## src/rtl/key_event_decoder.sv

```systemverilog
// Debounced push-button decoder: clean level plus press/release/long/repeat pulses.
// Define KEY_REPEAT_EN to build the auto-repeat counter; otherwise repeat_pulse is tied 0.
module key_event_decoder #(
    parameter int STABLE_N     = 3,
    parameter int LONG_TICKS   = 100,
    parameter int REPEAT_TICKS = 20,
    parameter int CW           = 8
) (
    input  logic clk,
    input  logic rstn,
    input  logic tick,
    input  logic key_n,
    output logic pressed,
    output logic press_pulse,
    output logic release_pulse,
    output logic long_pulse,
    output logic repeat_pulse
);

    typedef enum logic [2:0] {
        IDLE       = 3'd0,
        PRESS_DB   = 3'd1,
        HELD       = 3'd2,
        LONG_HELD  = 3'd3,
        RELEASE_DB = 3'd4
    } state_t;

    localparam logic [CW-1:0] ZERO     = {CW{1'b0}};
    localparam logic [CW-1:0] ONE      = {{(CW-1){1'b0}}, 1'b1};
    localparam logic [CW-1:0] STABLE_C = CW'(STABLE_N);
    localparam logic [CW-1:0] LONG_C   = CW'(LONG_TICKS);

    if (STABLE_N < 1 || LONG_TICKS < 1 || REPEAT_TICKS < 1 ||
        STABLE_N >= (1 << CW) || LONG_TICKS >= (1 << CW) || REPEAT_TICKS >= (1 << CW)) begin : g_param_check
        $error("key_event_decoder: tick parameters out of range");
    end

    state_t        state_r;
    logic          key_meta_r;
    logic          key_s_r;
    logic          was_long_r;
    logic [CW-1:0] db_cnt_r;
    logic [CW-1:0] hold_cnt_r;
    logic [CW-1:0] db_inc_s;
    logic [CW-1:0] hold_inc_s;

    assign db_inc_s   = db_cnt_r + ONE;
    assign hold_inc_s = hold_cnt_r + ONE;

`ifdef KEY_REPEAT_EN
    localparam logic [CW-1:0] REP_C = CW'(REPEAT_TICKS);
    logic [CW-1:0] rep_cnt_r;
    logic [CW-1:0] rep_inc_s;
    assign rep_inc_s = rep_cnt_r + ONE;
`else
    assign repeat_pulse = 1'b0;
`endif

    // Two-flop synchronizer; presets to released so reset never looks like a press.
    always_ff @(posedge clk or negedge rstn) begin
        if (!rstn) begin
            key_meta_r <= 1'b1;
            key_s_r    <= 1'b1;
        end else begin
            key_meta_r <= key_n;
            key_s_r    <= key_meta_r;
        end
    end

    // Debounce / hold state machine with registered level and event pulses.
    always_ff @(posedge clk or negedge rstn) begin
        if (!rstn) begin
            state_r       <= IDLE;
            was_long_r    <= 1'b0;
            db_cnt_r      <= ZERO;
            hold_cnt_r    <= ZERO;
            pressed       <= 1'b0;
            press_pulse   <= 1'b0;
            release_pulse <= 1'b0;
            long_pulse    <= 1'b0;
`ifdef KEY_REPEAT_EN
            rep_cnt_r     <= ZERO;
            repeat_pulse  <= 1'b0;
`endif
        end else begin
            press_pulse   <= 1'b0;
            release_pulse <= 1'b0;
            long_pulse    <= 1'b0;
`ifdef KEY_REPEAT_EN
            repeat_pulse  <= 1'b0;
`endif
            if (tick) begin
                case (state_r)
                    IDLE: begin
                        if (!key_s_r) begin
                            if (STABLE_N == 1) begin
                                state_r     <= HELD;
                                pressed     <= 1'b1;
                                press_pulse <= 1'b1;
                                hold_cnt_r  <= ZERO;
                            end else begin
                                state_r  <= PRESS_DB;
                                db_cnt_r <= ONE;
                            end
                        end
                    end
                    PRESS_DB: begin
                        if (key_s_r) begin
                            state_r  <= IDLE;
                            db_cnt_r <= ZERO;
                        end else if (db_inc_s == STABLE_C) begin
                            state_r     <= HELD;
                            pressed     <= 1'b1;
                            press_pulse <= 1'b1;
                            db_cnt_r    <= ZERO;
                            hold_cnt_r  <= ZERO;
                        end else begin
                            db_cnt_r <= db_inc_s;
                        end
                    end
                    HELD, LONG_HELD: begin
                        if (key_s_r) begin
                            if (STABLE_N == 1) begin
                                state_r       <= IDLE;
                                pressed       <= 1'b0;
                                release_pulse <= 1'b1;
                                hold_cnt_r    <= ZERO;
`ifdef KEY_REPEAT_EN
                                rep_cnt_r     <= ZERO;
`endif
                            end else begin
                                state_r    <= RELEASE_DB;
                                db_cnt_r   <= ONE;
                                was_long_r <= (state_r == LONG_HELD);
                            end
                        end else if (state_r == HELD) begin
                            if (hold_inc_s == LONG_C) begin
                                state_r    <= LONG_HELD;
                                long_pulse <= 1'b1;
                                hold_cnt_r <= ZERO;
`ifdef KEY_REPEAT_EN
                                rep_cnt_r  <= ZERO;
`endif
                            end else begin
                                hold_cnt_r <= hold_inc_s;
                            end
                        end else begin
`ifdef KEY_REPEAT_EN
                            if (rep_inc_s == REP_C) begin
                                repeat_pulse <= 1'b1;
                                rep_cnt_r    <= ZERO;
                            end else begin
                                rep_cnt_r <= rep_inc_s;
                            end
`endif
                        end
                    end
                    RELEASE_DB: begin
                        // A bounce back to pressed resumes the frozen hold/repeat progress.
                        if (!key_s_r) begin
                            state_r  <= was_long_r ? LONG_HELD : HELD;
                            db_cnt_r <= ZERO;
                        end else if (db_inc_s == STABLE_C) begin
                            state_r       <= IDLE;
                            pressed       <= 1'b0;
                            release_pulse <= 1'b1;
                            db_cnt_r      <= ZERO;
                            hold_cnt_r    <= ZERO;
                            was_long_r    <= 1'b0;
`ifdef KEY_REPEAT_EN
                            rep_cnt_r     <= ZERO;
`endif
                        end else begin
                            db_cnt_r <= db_inc_s;
                        end
                    end
                    default: begin
                        state_r  <= IDLE;
                        pressed  <= 1'b0;
                        db_cnt_r <= ZERO;
                    end
                endcase
            end
        end
    end

endmodule

```

## config.mk

```make
export PLATFORM = sky130hd
export DESIGN_NAME = key_event_decoder
export DESIGN_NICKNAME = d
export VERILOG_FILES = /design/src/rtl/key_event_decoder.sv
export SDC_FILE = /design/constraint.sdc
export NUM_CORES = 1
export LEC_CHECK = 0
export CORE_MARGIN = 3
export CORE_UTILIZATION = 60
export DETAILED_ROUTE_END_ITERATION = 12
export HOLD_SLACK_MARGIN = 0.15
export PLACE_DENSITY = 0.8
export SYNTH_ARGS = -nofsm -noshare
export SYNTH_HDL_FRONTEND = slang
export SYNTH_SLANG_ARGS = --single-unit
```

## constraint.sdc

```tcl
create_clock -name clk -period 3.6 [get_ports clk]
set_input_delay 0.36 -clock clk [delete_from_list [all_inputs] [get_ports clk]]
set_output_delay 0.36 -clock clk [all_outputs]
set_load 0.1 [all_outputs]
```

# Word-level counts from Yosys, hierarchy flattened
# Cells that the tools add are included.
# word_totals
reg_bits	26
latch_bits	0
ramBits	0
rom_bits	0
in_bits	4
out_inout_bits	5
word_cells	83
memories	0
# op_classes
n_addsub	2
multipliers	0
n_div	0
n_lt_le_gt_ge	0
eq_ne	18
n_shift	0
n_mux	42
bitwise_logic	1
reduce_logical	10
# op_table
operator	n
8-bit 2-to-1 mux	11
8-bit case mux with 4 select lines	1
3-bit 2-to-1 mux	8
8-bit case mux with 3 select lines	1
1-bit 2-to-1 mux	18
6-bit AND reduction	3
8-bit by 1-bit adder with 8-bit output (second input constant)	2
2-bit != test (second input constant)	8
3-bit != test (second input constant)	4
3-bit case mux with 4 select lines	1
8-bit by 2-bit equality test with 1-bit output (second input constant)	1
8-bit by 7-bit equality test with 1-bit output (second input constant)	1
3-bit by 2-bit equality test with 1-bit output (second input constant)	2
5-bit AND reduction	1
3-bit by 1-bit equality test with 1-bit output (second input constant)	1
3-bit equality test (second input constant)	1
3-bit logical NOT	1
1-bit case mux with 3 select lines	1
3-bit AND reduction	1
3-bit nonzero test	1
3-bit OR reduction	1
1-bit case mux with 2 select lines	1
2-bit nonzero test	1
2-bit OR reduction	1
1-bit inverter	1

# Longest topological paths before layout
# Gate-level depths: netlist (run 1).
# logic_depth
word_depth	7
ltp_mapped	8

# Worst setup path after synthesis (run 1)
# No wires, ideal clock.
# synth_path
kind	reg2reg
start	reg db_cnt_r[0]
end	reg hold_cnt_r[5]
setup_ns	0.124
t_arrival_ns	2.235
setup_slack_ns	1.242
stages_incl_launch_ff	8
synth_period_minus_slack_ns	2.358
path_cell_list	dfrtp_1 ha_1 a211o_1 a211o_1 a221oi_4 a21boi_2 o21ai_2 a211o_1
# synth_via
elab_chain_len	5
word_cells_on_any_way	6
classes_between	1 x add/sub; 1 x eq/ne; 4 x mux
# synth_lines
item	line_no	rtl
from (decl)	42	logic [CW-1:0] db_cnt_r;
from (signal assigned)	118	db_cnt_r <= db_inc_s;
from (signal assigned)	174	db_cnt_r <= db_inc_s;
8-bit by 1-bit adder with 8-bit output (*)	47	assign db_inc_s = db_cnt_r + ONE;
8-bit by 2-bit equality test with 1-bit output (*)	111, 163	
8-bit 2-to-1 mux (*)	--	
8-bit 2-to-1 mux (on tied branches)	--	
8-bit case mux with 3 select lines (*)	--	
to (signal assigned)	145	hold_cnt_r <= hold_inc_s;
to (decl)	43	logic [CW-1:0] hold_cnt_r;
# Mark *: on every way between the ends. The rest lies on a longest branch, timed or not. The select of a mux whose other input is x is not followed.
# A chain may end at the register's enable or synchronous reset.

# Worst setup path in the final report (run 1)
# Same ends and word-level chain as after synthesis.

==> results of run 1 <==
==> path summary, 6_finish.rpt <==
check / startpoint / slack, ns / depth (start not counted) / endpoint
worst min-delay path: key_meta_r / 0.37 / 0 / key_s_r
worst min register to register: key_meta_r / 0.37 / 0 / key_s_r
worst max register to register: db_cnt_r[0] / 0.98 / 7 / hold_cnt_r[5]
max in group asynchronous: rstn / 2.60 / 2 / db_cnt_r[5]
min in group asynchronous: rstn / 0.41 / 1 / press_pulse
worst max-delay path: db_cnt_r[0] / 0.98 / 7 / hold_cnt_r[5]
==> layout by cell type, fill, tap and decap left out, drive strengths merged, types with 2 or more instances in the layout <==
cell type / n
nor2: 15
clkbuf: 4
nand3: 11
a21o: 4
ha: 3
xor2: 3
o31ai: 5
inv: 3
o21ai: 16
a22o: 2
a21oi: 5
or2: 2
and2: 2
a211o: 3
nand4: 2
nor2b: 3
a21boi: 2
dfstp: 2
o41ai: 2
nor3: 2
dfrtp: 24
a31oi: 2
and3: 2
clkdlybuf4s50: 7
nand2: 17
nand2b: 5
==> layer usage <==
layer	track usage, %	vias to the layer above	part of all wire [%]
li1	-	611	-
met1	25.6	581	47
met2	28.2	40	47
met3	2.30	8	4.1
met4	7.80	0	1.9
met5	0	-	0
==> power by group through the flow <==
stage | clock [mW] | combinational [mW] | sequential [mW]
after floorplan | 0 | 0.292 | 0.428
after global placement | 0 | 0.319 | 0.455
after detailed placement | 0 | 0.329 | 0.461
after CTS | 0.151 | 0.328 | 0.456
after global routing | 0.160 | 0.372 | 0.476
final | 0.139 | 0.329 | 0.459
==> logic make-up after synthesis <==
family	synth area share (%)
flip-flops	42.7
XOR/XNOR	2.29
AO/OA/AOI/OAI	24.4
AND/OR/NAND/NOR	22.3
other	0.245
adder cells (fa/ha/maj)	2.46
multiplexers	1.39
buffers and inverters	4.26
==> Yosys cell counts, types with 2 or more instances <==
| cell | count |
|---|---|
| a21o_2 | 3 |
| nor2_1 | 15 |
| and3_1 | 2 |
| or2_2 | 2 |
| inv_1 | 3 |
| o41ai_1 | 2 |
| and2_1 | 2 |
| dfrtp_1 | 24 |
| a22o_1 | 2 |
| o21ai_0 | 14 |
| nand3_1 | 11 |
| dfstp_2 | 2 |
| nand2b_1 | 5 |
| a211o_1 | 3 |
| nor3_1 | 2 |
| clkbuf_1 | 7 |
| o31ai_1 | 5 |
| nand4_1 | 2 |
| ha_1 | 3 |
| a31oi_1 | 2 |
| xor2_1 | 3 |
| a21oi_1 | 5 |
| nor2b_1 | 3 |
| nand2_1 | 17 |
==> layout make-up <==
cell class	count	area [um^2]	area share [%]
multi-input combinational	129	811	49.9
sequential	26	653	40.2
timing repair buffer	8	77.6	4.78
clock buffer	4	36.3	2.23
tap	28	35.0	2.16
inverter	3	11.3	0.693
==> sequential cells by signal, summed over array words and instances (netlist names) <==
name and cells:
release_pulse 1, key_meta_r 1, key_s_r 1, press_pulse 1, was_long_r 1, db_cnt_r 8, pressed 1, long_pulse 1
state_r 3, hold_cnt_r 8
==> out/results.tsv, run 1 <==
stage	metric	value	unit
clock_network	Post-CTS Resized	0	
placement	GPL Wtd Cong	0.871	
worst_setup_path	critical path, cell by cell	ha_1 > a211o_1 > a211o_1 > a221oi_4 > a21boi_2 > o21ai_2 > a211o_1	
placement	dpl cells	194	
finish	fin area	1620	um^2
synth	predominant post-synthesis flop cell	dfrtp_1	
worst_hold_path	min-delay worst type	flop to flop	
pwr	Sw Share	39.9	%
floorplan	initial core utilization	65.9	%
sta	period utilisation layout	72.8	%
synth	Synth Cell Area	1530	um^2
routing	Post-DRT Antenna Nets	0	
worst_setup_path	CP delay by family, top	compound AO/OA/AOI/OAI gates	
pwr	Internal	0.557	mW
routing	vias post-DR	1240	
clock_network	maximum clock path buffer count	2	
worst_setup_path	CP Data Arrival Time	2.83	ns
synth	sequential element share of the synthesized area	42.7	%
placement	IO buf count	7	
pwr	Leakage	0.687	nW
synth	synthesized instance count	169	
pwr	pwr dens	571	nW/um^2
sta	total negative setup slack	0	ns
sta	Fin Clk Skew	0.00167	ns
synth	Syn Nets	176	
worst_setup_path	Worst EP required	3.81	ns
sta	PnR worst setup slack	0.978	ns
global_routing	GRT Total Usage	18.2	%
global_routing	initial antenna violation count	0	
sta	RSZ-0062 raised after global routing	no	
worst_setup_path	CP max stage delay	0.47	ns
synth	share of the synthesized area in the top cell type	39.3	%
floorplan	Ports	9	
routing	routed vias/inst	6.26	
flow_run	max_cap viols	0	
pwr	Final Power	0.927	mW
clock_network	Num CTS Buffers	3	
synth	Syn Area/Cell	9.05	um^2
routing	DRC	0	
worst_setup_path	Buf/Inv on CP	0	
finish	diodes inserted	0	
finish	layout cells sized above 1	10.6	%
finish	Final Net Count	178	
global_routing	pin count of the biggest net entering global routing	19	
global_routing	global-route wire length before repair	4.73	mm
clock_network	Clock transition at path regs	0.13	ns
routing	Initial DRC Count	41	
clock_network	Root Driver	clkbuf_4	
placement	DP HPWL	1.96	mm
synth	Synth area leaders	dfrtp_1, o21ai_0, nand2_1, nor2_1, nand3_1	
synth	Yosys reg bits	26	
finish	filler cell count	173	
finish	Post-Layout Cell Count	198	
clock_network	post-CTS setup buffer count	0	
floorplan	area of the die	3190	um^2
worst_setup_path	CP Max Fanout	9	
sta	final hold slack	0.366	ns
pwr	Psw	0.370	mW
floorplan	die height	56.5	um
sta	fin. max-slew vios	0	
pwr	clock power share	15.0	%
synth	post-synthesis cell type count	54	
worst_setup_path	slowest CP cell	dfrtp_1	
routing	Pre-antenna DRT Iters	5	
pwr	VDD IR max	0.504	mV
global_routing	gr ovfl total	0	
finish	P&R area growth vs syn	6.22	%
worst_setup_path	CP Capture Type	flop	
sta	setup violators final	0	
clock_network	worst skew pair latency	0.30	ns
worst_setup_path	critical path launch point type	flop	
sta	Highest Clock Rate	0.381	GHz
placement	worst slack, placed	1.01	ns
synth	async set-reset flop share out of synthesis	100	%
synth	Synth area leader	dfrtp_1	
sta	Final Hold Vio Count	0	
clock_network	clock sinks	26	
sta	max_slew headroom	35.8	%
clock_network	CTS H-tree lvls	1	
clock_network	CTS tree	done	
routing	final wirelength	2.69	mm
global_routing	vias in the first global route	1082	
sta	Worst-Margin Slew	0.960	ns
sta	Final Critical Period	2.62	ns
floorplan	Core Rows	17	
synth	Post-synth EDFFs	0	
worst_setup_path	CP dominant cell by count	a211o_1	
worst_setup_path	critical path class	flop to flop	
clock_network	Hold Buf Count CTS	0	
floorplan	core footprint	2320	um^2
placement	placed cell area	1590	um^2
floorplan	Die X-Extent	56.5	um
run_status	status	complete, no violations	
routing	Wirelength per Cell	13.6	um
pwr	Reg power frac	49.5	%
finish	Util after Layout	70.0	%
synth	Warnings, synthesis	0	
pwr	Logic pwr share	35.5	%
Power figures use the tool's default switching activity.
==> run 2: changes to the inputs <==
--- a/config.mk
+++ b/config.mk
@@ -6,10 +6,10 @@
 export NUM_CORES = 1
 export LEC_CHECK = 0
 export CORE_MARGIN = 3
-export CORE_UTILIZATION = 60
+export CORE_UTILIZATION = 58
 export DETAILED_ROUTE_END_ITERATION = 12
 export HOLD_SLACK_MARGIN = 0.15
-export PLACE_DENSITY = 0.8
+export PLACE_DENSITY = 0.78
 export SYNTH_ARGS = -nofsm -noshare
 export SYNTH_HDL_FRONTEND = slang
 export SYNTH_SLANG_ARGS = --single-unit
==> constraint.sdc (replaced) <==
create_clock -name clk -period 2.45 [get_ports clk]
set_input_delay 0.245 -clock clk [delete_from_list [all_inputs] [get_ports clk]]
set_output_delay 0.245 -clock clk [all_outputs]
set_load 0.1 [all_outputs]
==> run 2 against run 1 <==
  * First-iteration DRC count is 41% higher
  * Routed wire length increased by 19%
  * Via count grew 5.0%
  * Register-to-register slack worse by 0.87 ns
  * Clock skew rose by 0.0026 ns
  * Worst hold slack lost 0.060 ns
==> out/results.tsv, run 2 (synthesis gave the netlist of run 1 again) <==
stage	metric	value	unit
global_routing	initial antenna violation count	0	
clock_network	CTS H-tree lvls	1	
flow_run	max_cap viols	0	
global_routing	pin count of the biggest net entering global routing	19	
worst_setup_path	r2r setup slk	0.11	ns
run_status	status	complete, no violations	
routing	Post-DRT Antenna Nets	0	
floorplan	initial core utilization	64.8	%
sta	Final Hold Vio Count	0	
routing	Initial DRC Count	58	
finish	fin area	1690	um^2
floorplan	core footprint	2360	um^2
global_routing	GRT Total Usage	20.6	%
routing	Pre-antenna DRT Iters	4	
pwr	pwr dens	916	nW/um^2
floorplan	Core Rows	17	
worst_setup_path	CP Max Fanout	8	
worst_setup_path	CP dominant cell by count	a211o_1	
worst_setup_path	Reg-to-Reg Start	db_cnt_r[0]	
placement	dpl cells	199	
global_routing	global-route wire length before repair	5.38	mm
clock_network	maximum clock path buffer count	2	
floorplan	die height	57.3	um
clock_network	Hold Buf Count CTS	0	
sta	Final Critical Period	2.34	ns
floorplan	area of the die	3290	um^2
global_routing	M2 GR Usage	32.9	%
clock_network	worst skew pair latency	0.32	ns
finish	commonest non-fill, non-tap cells in the layout	dfrtp_1, nand2_1, nor2_1	
finish	P&R area growth vs syn	10.6	%
routing	routed vias/inst	6.32	
worst_setup_path	CP delay by family, top	compound AO/OA/AOI/OAI gates	
finish	layout cells sized above 1	17.4	%
worst_setup_path	slowest CP cell	dfrtp_1	
sta	final hold slack	0.307	ns
routing	DRC	0	
worst_setup_path	Buf/Inv on CP	0	
placement	DP HPWL	2.28	mm
global_routing	met3 Usage GRT	3.85	%
sta	period utilisation layout	95.4	%
placement	IO buf count	7	
worst_setup_path	CP Capture Type	flop	
clock_network	Root Driver	clkbuf_4	
worst_setup_path	critical path class	flop to flop	
worst_setup_path	CP Data Arrival Time	2.57	ns
sta	max_slew headroom	55.0	%
floorplan	Ports	9	
worst_setup_path	r2r endpoint	hold_cnt_r[5]	
sta	setup violators final	0	
global_routing	most used routing layer	met2	
placement	placed cell area	1620	um^2
global_routing	gr ovfl total	0	
floorplan	Die X-Extent	57.3	um
routing	final wirelength	3.21	mm
global_routing	met1 Track Usage GR	27.4	%
routing	vias post-DR	1302	
finish	Largest regs	db_cnt_r x8, hold_cnt_r x8, state_r x3	
finish	Final Net Count	186	
sta	Highest Clock Rate	0.428	GHz
sta	Fin Clk Skew	0.00426	ns
sta	Worst-Margin Slew	0.672	ns
worst_setup_path	R2R cell count	7	
global_routing	vias in the first global route	1197	
worst_setup_path	critical path, cell by cell	ha_1 > a211o_1 > a211o_1 > a221oi_4 > a21boi_2 > o21ai_2 > a211o_1	
pwr	Final Power	1.55	mW
pwr	Leakage	0.740	nW
worst_hold_path	min-delay worst type	input port to asynchronous set/reset pin	
finish	Util after Layout	71.6	%
clock_network	Num CTS Buffers	3	
pwr	VDD IR max	0.679	mV
finish	commonest non-fill, non-tap cell in the layout	dfrtp_1	
placement	GPL Wtd Cong	0.943	
worst_setup_path	Worst EP required	2.68	ns
worst_setup_path	critical path launch point type	flop	
worst_setup_path	CP max stage delay	0.42	ns
sta	fin. max-slew vios	0	
clock_network	CTS tree	done	
clock_network	Clock transition at path regs	0.15	ns
finish	diodes inserted	0	
routing	Wirelength per Cell	15.6	um
finish	Post-Layout Cell Count	206	
clock_network	clock sinks	26	
==> run 2: cell type report <==
cell class	instances	area, um^2
clock inverter	1	30.0
timing repair buffer	16	128
fill	170	669
multi-input combinational	129	811
tap	28	35.0
inverter	3	11.3
sequential	26	654
clock buffer	3	22.5
==> run 2: worst max path at each step <==
stage | from | endpoint | slack [ns] | cells after the start
2_1_floorplan | db_cnt_r[0] | hold_cnt_r[5] | 0.09 | 7
3_3_place_gp | db_cnt_r[1] | hold_cnt_r[5] | 0.17 | 7
3_5_place_dp | db_cnt_r[1] | hold_cnt_r[5] | 0.1 | 7
4_1_cts | db_cnt_r[1] | hold_cnt_r[5] | 0.07 | 7
5_1_grt | db_cnt_r[0] | hold_cnt_r[5] | -0.0006 | 7
6_report | db_cnt_r[0] | hold_cnt_r[5] | 0.11 | 7
==> run 2: repair_timing <==
item | in CTS | in global routing
gates resized for setup | 0 | 1
setup buffers | 0 | 3
endpoints found under the setup margin | 0 | 5
hold endpoints to repair | 0 | 0
==> run 2: per-stage QoR <==
step	TNS [ns]	setup WS, ns
3_5_place_dp	0	0.0969
6_report	0	0.113
5_1_grt	-0.000556	-0.000556
4_1_cts	0	0.0715
3_3_place_gp	0	0.169
2_1_floorplan	0	0.0916
==> run 2: power breakdown <==
group / switching [mW] / internal (mW) / total [mW]
clock: 0.132 / 0.165 / 0.297
combinational: 0.360 / 0.266 / 0.626
sequential: 0.105 / 0.521 / 0.626
==> run 2: metal layers <==
layer	up-vias	wire length, um
li1	631	-
met1	616	1540
met2	49	1500
met3	6	134
met4	0	37
met5	-	0
==> run 3: changes to the inputs <==
--- a/config.mk
+++ b/config.mk
@@ -8,7 +8,7 @@
 export CORE_MARGIN = 3
 export CORE_UTILIZATION = 58
 export DETAILED_ROUTE_END_ITERATION = 12
-export HOLD_SLACK_MARGIN = 0.15
+export HOLD_SLACK_MARGIN = 0.02
 export PLACE_DENSITY = 0.78
 export SYNTH_ARGS = -nofsm -noshare
 export SYNTH_HDL_FRONTEND = slang
==> constraint.sdc (replaced) <==
create_clock -name clk -period 2.45 [get_ports clk]
set_input_delay 0.245 -clock clk [delete_from_list [all_inputs] [get_ports clk]]
set_output_delay 0.245 -clock clk [all_outputs]
set_load 0.02 [all_outputs]
==> run 3 against run 2 <==
  * Core utilization is 1.3 points lower
  * Power is 12% lower
  * Highest routed layer unchanged
  * Sequential share of layout area is 0.73 points higher
==> out/results.tsv, run 3 (synthesis gave the netlist of run 1 again) <==
stage	metric	value	unit
sta	Fin Clk Skew	0.00582	ns
pwr	Leakage	0.711	nW
routing	final wirelength	3.04	mm
finish	Largest regs	db_cnt_r x8, hold_cnt_r x8, state_r x3	
floorplan	initial core utilization	64.8	%
finish	layout cells sized above 1	13.6	%
routing	vias post-DR	1296	
worst_setup_path	CP Capture Type	flop	
global_routing	GRT Total Usage	19.9	%
floorplan	area of the die	3290	um^2
routing	Post-DRT Antenna Nets	0	
worst_setup_path	critical path launch point type	flop	
sta	Highest Clock Rate	0.420	GHz
floorplan	core footprint	2360	um^2
run_status	status	complete, no violations	
finish	diodes inserted	0	
placement	IO buf count	7	
floorplan	Die X-Extent	57.3	um
pwr	VDD IR max	0.609	mV
worst_setup_path	CP Max Fanout	8	
routing	Initial DRC Count	53	
sta	setup violators final	0	
floorplan	die height	57.3	um
floorplan	Core Rows	17	
worst_setup_path	Worst EP required	2.66	ns
sta	period utilisation layout	97.1	%
sta	max_slew headroom	60.4	%
finish	Post-Layout Cell Count	204	
clock_network	maximum clock path buffer count	2	
worst_setup_path	CP Data Arrival Time	2.59	ns
clock_network	Root Driver	clkbuf_4	
clock_network	Hold Buf Count CTS	0	
finish	filler cell count	172	
finish	commonest non-fill, non-tap cell in the layout	dfrtp_1	
pwr	pwr dens	825	nW/um^2
pwr	Internal	0.838	mW
global_routing	global-route wire length before repair	5.22	mm
pwr	Sw Share	38.8	%
global_routing	gr ovfl total	0	
finish	P&R area growth vs syn	8.59	%
sta	fin. max-slew vios	0	
sta	Final Critical Period	2.38	ns
routing	Wirelength per Cell	14.9	um
clock_network	clock sinks	26	
routing	DRC	0	
sta	Worst-Margin Slew	0.591	ns
global_routing	vias in the first global route	1236	
global_routing	pin count of the biggest net entering global routing	27	
clock_network	CTS tree	done	
pwr	Reg power frac	45.9	%
pwr	clock power share	13.2	%
clock_network	Num CTS Buffers	3	
flow_run	max_cap viols	0	
routing	routed vias/inst	6.35	
placement	dpl cells	199	
clock_network	Clock transition at path regs	0.13	ns
finish	Util after Layout	70.3	%
worst_hold_path	min-delay worst type	input port to asynchronous set/reset pin	
global_routing	initial antenna violation count	0	
pwr	Psw	0.532	mW
clock_network	worst skew pair latency	0.31	ns
clock_network	CTS H-tree lvls	1	
placement	DP HPWL	2.15	mm
worst_setup_path	critical path class	flop to flop	
pwr	Logic pwr share	40.9	%
sta	Final Hold Vio Count	0	
routing	Pre-antenna DRT Iters	4	
placement	GPL Wtd Cong	0.930	
finish	Final Net Count	184	
floorplan	Ports	9	
finish	commonest non-fill, non-tap cells in the layout	dfrtp_1, nand2_1, nor2_1	
## run 3: final cells by class
type / instances / area (um^2) / share of cell area (%)
Multi-Input combinational cell: 129 / 811 / 48.8
Tap cell: 28 / 35.0 / 2.11
Clock buffer: 4 / 26.3 / 1.58
Inverter: 3 / 11.3 / 0.678
Sequential cell: 26 / 654 / 39.4
Timing Repair Buffer: 14 / 123 / 7.39
## run 3: per-stage QoR
step | setup TNS, ns | worst slack (ns) | power, mW | hold slack [ns] | cell area [um^2]
after global routing | -0.0115 | -0.00937 | 1.48 | 0.284 | 1660
after CTS | 0 | 0.0843 | 1.36 | 0.283 | 1650
after detailed placement | 0 | 0.102 | 1.18 | 0.347 | 1630
after global placement | 0 | 0.167 | 1.16 | 0.345 | 1630
after floorplan | 0 | 0.0916 | 1.02 | -0.0506 | 1530
final | 0 | 0.0708 | 1.37 | 0.278 | 1660
## run 3: power groups by stage
stage	sequential [mW]	combinational, mW	clock [mW]
2_1_floorplan	0.599	0.423	0
3_3_place_gp	0.629	0.530	0
3_5_place_dp	0.634	0.543	0
4_1_cts	0.625	0.548	0.188
5_1_grt	0.648	0.631	0.205
6_report	0.629	0.560	0.181
## run 3: worst paths after layout
check / start / endpoint / slack (ns) / depth (start not counted)
hold reg to reg: key_meta_r / key_s_r / 0.37 / 0
setup / recovery: db_cnt_r[1] / hold_cnt_r[5] / 0.07 / 7
setup reg to reg: db_cnt_r[1] / hold_cnt_r[5] / 0.07 / 7
min in group clk: key_n / key_meta_r / 0.33 / 1
hold / removal: rstn / release_pulse / 0.28 / 2
max in group asynchronous: rstn / key_s_r / 1.87 / 2
## run 3: what timing repair did
action	CTS	global route
endpoints found under the setup margin	0	3
setup buffers	0	1
gates resized for setup	0	1
hold endpoints to repair	0	0
## run 3: worst max-delay path: stages (launching register included)
cell and delay (ns):
dfrtp_2 0.47, ha_1 0.21, a211o_1 0.25, a211o_1 0.32
a221oi_4 0.34, a21boi_2 0.23, o21ai_2 0.14, a211o_1 0.33
## run 3: per-layer routing
metal / up-vias / global-route usage [%] / share of wire [%]
met1: 626 / 26.5 / 46
met5: - / 0 / 0
met2: 39 / 31.6 / 48
met3: 6 / 3.17 / 4.6
li1: 625 / - / -
met4: 0 / 9.60 / 1.3
